## config.mk

```make
export PLATFORM = sky130hd
export DESIGN_NAME = ce_pipe_reg
export DESIGN_NICKNAME = d
export VERILOG_FILES = /design/src/rtl/ce_pipe_reg.sv
export SDC_FILE = /design/constraint.sdc
export NUM_CORES = 1
export LEC_CHECK = 0
export CORE_UTILIZATION = 52
export CTS_CLUSTER_SIZE = 28
export DETAILED_ROUTE_END_ITERATION = 8
export GPL_ROUTABILITY_DRIVEN = 0
export PLACE_DENSITY = 0.77
export SETUP_SLACK_MARGIN = 0.4
export SLEW_MARGIN = 10
export SYNTH_ARGS = -nofsm -noshare
export SYNTH_HDL_FRONTEND = slang
export SYNTH_SLANG_ARGS = --single-unit
```

## constraint.sdc

```tcl
create_clock -name clk -period 3.22 [get_ports clk]
set_input_delay 0.483 -clock clk [delete_from_list [all_inputs] [get_ports clk]]
set_output_delay 0.483 -clock clk [all_outputs]
set_load 0.02 [all_outputs]
```

## src/rtl/ce_pipe_reg.sv

```systemverilog
// ce_pipe_reg: stallable WIDTH x DEPTH register pipeline with valid tracking, flush, occupancy and bypass
module ce_pipe_reg #(
  parameter int WIDTH = 8,
  parameter int DEPTH = 4,
  parameter logic [WIDTH-1:0] INIT = {WIDTH{1'b0}}
) (
  input  logic                       clk,
  input  logic                       clr,
  input  logic                       enable,
  input  logic [WIDTH-1:0]           din,
  input  logic                       din_valid,
  input  logic                       flush,
  input  logic                       bypass,
  output logic [WIDTH-1:0]           dout,
  output logic                       dout_valid,
  output logic [$clog2(DEPTH+1)-1:0] occupancy
);
  localparam int OW = $clog2(DEPTH+1);
  logic [WIDTH-1:0] data [DEPTH];
  logic [DEPTH-1:0] vld;
  logic [OW-1:0]    occ;
  always_ff @(posedge clk) begin
    if (clr) begin
      for (int i = 0; i < DEPTH; i++) data[i] <= INIT;
      vld <= '0;
      occ <= '0;
    end else if (flush) begin
      vld <= '0;
      occ <= '0;
    end else if (enable) begin
      data[0] <= din;
      vld[0]  <= din_valid;
      for (int i = 1; i < DEPTH; i++) begin
        data[i] <= data[i-1];
        vld[i]  <= vld[i-1];
      end
      occ <= occ + OW'(din_valid) - OW'(vld[DEPTH-1]);
    end
  end
  always_comb begin
    dout       = bypass ? din : data[DEPTH-1];
    dout_valid = bypass ? din_valid : vld[DEPTH-1];
    occupancy  = occ;
  end
endmodule

```

After elaboration in Yosys (flattened, before gate mapping)
Memory sizes are Yosys's and may differ from the RTL's.
Cells that the tools add are included.
{"block": "word_totals", "ram_bits": 32, "ff_bits": 7, "inputBits": 14, "output_inout_bits": 12, "n_memories": 1, "word_cells": 22}
{"name": "data", "words": 4, "word_bits": 8, "read_ports": 4, "rd_ports_with_merged_regs": 0, "wr": 4, "line": "19", "text": "logic [WIDTH-1:0] data [DEPTH];"}
{"block": "op_classes", "mux": 12, "n_bitwise": 4, "n_addsub": 2, "n_reduce_logical": 1}
{"operator": "$mux W8", "count": 5}
{"operator": "$mux W1", "count": 7}
{"operator": "$or A1 B1 Y1", "count": 4}
{"operator": "$add A3 B1 Y3", "count": 1}
{"operator": "$sub A3 B1 Y3", "count": 1}
{"operator": "$reduce_or A2 Y1", "count": 1}

Longest topological paths before layout
{"block": "logic_depth", "ltp_word": 5, "ltp_mapped": 9, "ltp_nobuf": 9}

Worst setup path after synthesis
No wires, ideal clock.
{"block": "synth_path", "kind": "input port to flip-flop", "from": "input enable", "to": "memory data[0][0] (enable)", "t_required_ns": 2.792, "arrival_time_ns": 2.337, "path_slack_ns": 0.456, "setup_time_ns": 0.428, "path_stages": 3, "n_path_buf": 1, "path_cell_list": "buf_2 > inv_2 > o21bai_1"}
{"element": "start: declaration", "line": "9", "text": "input logic enable,"}
{"element": "end: declaration", "line": "19"}

Worst setup path after layout
{"block": "layout_path", "from": "input bypass", "to": "output dout[4]"}
{"block": "layout_between", "elab_chain_len": 1}
{"element": "start: declaration", "line": "13", "text": "input logic bypass,"}
{"element": "$mux W8", "line": "41", "text": "dout = bypass ? din : data[DEPTH-1];"}
{"element": "end: declaration", "line": "14", "text": "output logic [WIDTH-1:0] dout,"}
No other way between the ends.

==> flow_summary_export.csv <==
group,metric,value,unit
run_status,status,"complete, no violations",
synth,synth_top_flop_cell,"edfxtp_1",
route,drc,0,
cells_and_area,final_cells,185,
synth,yosys.area.top_type,"edfxtp_1",
cells_and_area,n_antenna_cell,0,
cells_and_area,fill_cells,248,
synth,synthAdderAreaFrac,0.0271,
sta,hold_viol_final,0,
route,wl,2440,um
synth,async_reset_ff_frac,0,
synth,synth-xor-area-share,0.00526,
floorplanning,initial_core_util,0.545,
global_route,grt_usage,0.173,
floorplanning,pin_count,26,
synth,synthCells,113,
cells_and_area,nNetsFinal,157,
sta,finalCritPeriodShare,0.826,
synth,syn_nets,130,
cells_and_area,multi_input_area,493,um^2
worst_setup_path,crit_family,"buffers and inverters",
placement,dp_slack,0.541,ns
sta,maxSlewHeadroom,0.662,
synth,synth_edf_count,32,
clock_tree,clk_pin_slew,0.10,ns
route,wl_per_cell,13.2,um
route,drt.antenna.violating_nets,0,
synth,yosys.area_share.simple,0.152,
synth,yosysWarnings,0,
clock_tree,cts_tree,"yes",
clock_tree,max-clock-path-buffers,2,
route,drt_iter0_drc,24,
sta,clock.fmax,0.376,GHz
worst_setup_path,critPathKind,"input pin to output port",
worst_setup_path,startpoint_type,"input pin",
clock_tree,clk_latency,0.34,ns
sta,rsz0062_at_grt,"no",
cells_and_area,drive_above_1_share,0.142,
global_route,overflow,0,
floorplanning,die_y,58.6,um
floorplanning,fp.dieW,58.6,um
pwr,p_leak,0.000773,uW
sta,setup_slack,0.561,ns
route,dr.pass1.iters,4,
route,avgViaCountPerCell,4.87,
worst_hold_path,hp-class,"flop to flop",
pwr,power,934,uW
clock_tree,hold_buffers,0,
synth,synth_common_cells,"32 x and2_1, 32 x edfxtp_1, 9 x mux2_2, 7 x dfxtp_1, 7 x nor2_1",
synth,synthMuxAreaShare,0.0910,
synth,syn-mean-instance-area,14.7,um^2
global_route,grt_pass1_wl,4110,um
clock_tree,post_cts_buffers,0,
worst_setup_path,path_cells,"clkdlybuf4s50_1 > mux2_2 > clkdlybuf4s50_1",
sta,slew_viol_final,0,
global_route,grt_max_degree,33,
worst_setup_path,endpoint_kind,"output port",
worst_setup_path,cp.required,2.74,ns
synth,synthTopCellsByArea,"edfxtp_1 58%, and2_1 12%, dfxtp_1 8.4%, mux2_2 6.1%, mux2i_1 3.0%",
floorplanning,die_area,3430,um^2
pwr,power_density,470,nW/um^2
worst_setup_path,arrival,2.18,ns
cells_and_area,area.growth.synth_to_final,19.3,%
synth,synth_cell_type_count,18,
synth,synth_compound_area_frac,0.0188,
clock_tree,htreeDepth,2,
placement,dp_cells,177,
floorplanning,rows,20,
clock_tree,clk_root_buffer_cell,"clkbuf_4",
placement,port_buffers,25,
floorplanning,core-area,3050,um^2
worst_setup_path,critPathMaxStageDelay,0.77,ns
worst_setup_path,critPathSlowestCell,"clkdlybuf4s50_1",
synth,synth_top_area_share,0.577,
sta,fin_crit,2.66,ns
synth,synth_top_family_by_area,"simple AND/OR/NAND/NOR gates",
pwr,irDropWorstVdd,0.000273,V
cells_and_area,regArea,1100,um^2
clock_tree,cts_buffers,5,
run,maxCapViolations,0,
clock_tree,cts.sinks,39,
sta,setup_viol,0,
global_route,antenna_found_initial,0,
sta,setup_tns,0,ns
clock_tree,post_cts_resized,0,
sta,worst_slew_pin_slew,0.506,ns
worst_setup_path,cp_max_fo,9,
sta,clock_skew,0.00617,ns
placement,dp_hpwl,1580,um
synth,synth-seq-cells,39,
worst_setup_path,cp_common_cell,"clkdlybuf4s50_1",
global_route,grt_pass1_vias,863,
synth,synth_area,1660,um^2
synth,synth-seq-area-share,0.662,
route,vias,901,
worst_setup_path,critPathBufInv,2,
[per-layer routing]
layer | share of wire | wire length [um] | vias up | GRT usage
li1 | - | - | 443 | -
met1 | 0.48 | 1170 | 431 | 0.234
met2 | 0.45 | 1090 | 21 | 0.248
met3 | 0.057 | 138 | 6 | 0.0659
met4 | 0.019 | 46 | 0 | 0.0816
met5 | 0 | 0 | - | 0
[layout by cell type (no fill, tap or decap)]
master and count:
buf_4 1, a211oi_1 2, nor2_1 7, inv_1 4, clkbuf_8 1, or2_1 1
a31o_1 1, dfxtp_1 7, fa_1 1, and2_1 32, clkbuf_1 1, o21bai_2 1
inv_2 1, mux2_2 9, mux2i_1 5, nor2_8 1, clkbuf_4 5, clkinv_2 1
clkdlybuf4s50_1 25, ha_1 2, edfxtp_1 32, xor2_1 1
[cell type report]
type	count	share of cell area
timing repair buffer	26	0.130
clock buffer	7	0.0277
tap	44	0.0277
clock inverter	1	0.00252
multi-input combinational	63	0.248
sequential	39	0.555
inverter	5	0.00945
[worst reg2reg max path: stages, from the launching register on]
cell	delay (ns)
dfxtp_1	0.37
inv_1	0.06
ha_1	0.28
inv_1	0.06
ha_1	0.14
inv_1	0.05
fa_1	0.36
xor2_1	0.16
a211oi_1	0.28
a31o_1	0.13
[final timing paths]
check | startpoint | to | slack, ns | cells past startpoint
setup reg to reg | occupancy[0] | occupancy[2] | 1.26 | 9
setup / recovery | bypass | dout[4] | 0.56 | 3
hold reg to reg | vld[0] | vld[1] | 0.52 | 2
hold / removal | vld[0] | vld[1] | 0.52 | 2
[cell families after synthesis]
group | count (synthesis)
AND/OR/NAND/NOR | 41
flip-flops | 39
multiplexers | 14
buffers and inverters | 11
AO/OA/AOI/OAI | 4
adder cells (fa/ha/maj) | 3
XOR/XNOR | 1
[power by group]
part | internal, uW | switching [uW] | leakage (uW) | total (uW)
Combinational | 49.4 | 47.6 | 0.000343 | 97.0
Sequential | 574 | 7.78 | 0.000395 | 582
Clock | 106 | 149 | 0.0000353 | 255
Total | 729 | 205 | 0.000773 | 934
[metrics by stage]
| step | hold slack (ns) | instance area [um^2] | util |
|---|---|---|---|
| final | 0.518 | 1990 | 0.650 |
| after global routing | 0.537 | 1990 | 0.650 |
| after CTS | 0.523 | 1990 | 0.650 |
| after detailed placement | 0.499 | 1930 | 0.631 |
| after global placement | 0.475 | 1930 | 0.631 |
| after floorplan | 0.460 | 1660 | - |
[flip-flops by register name, indices dropped and copies added, names as in the netlist]
| register | cells |
|---|---|
| occupancy | 3 |
| data | 32 |
| vld | 4 |
Note: power is estimated with default switching activity, not from simulation.
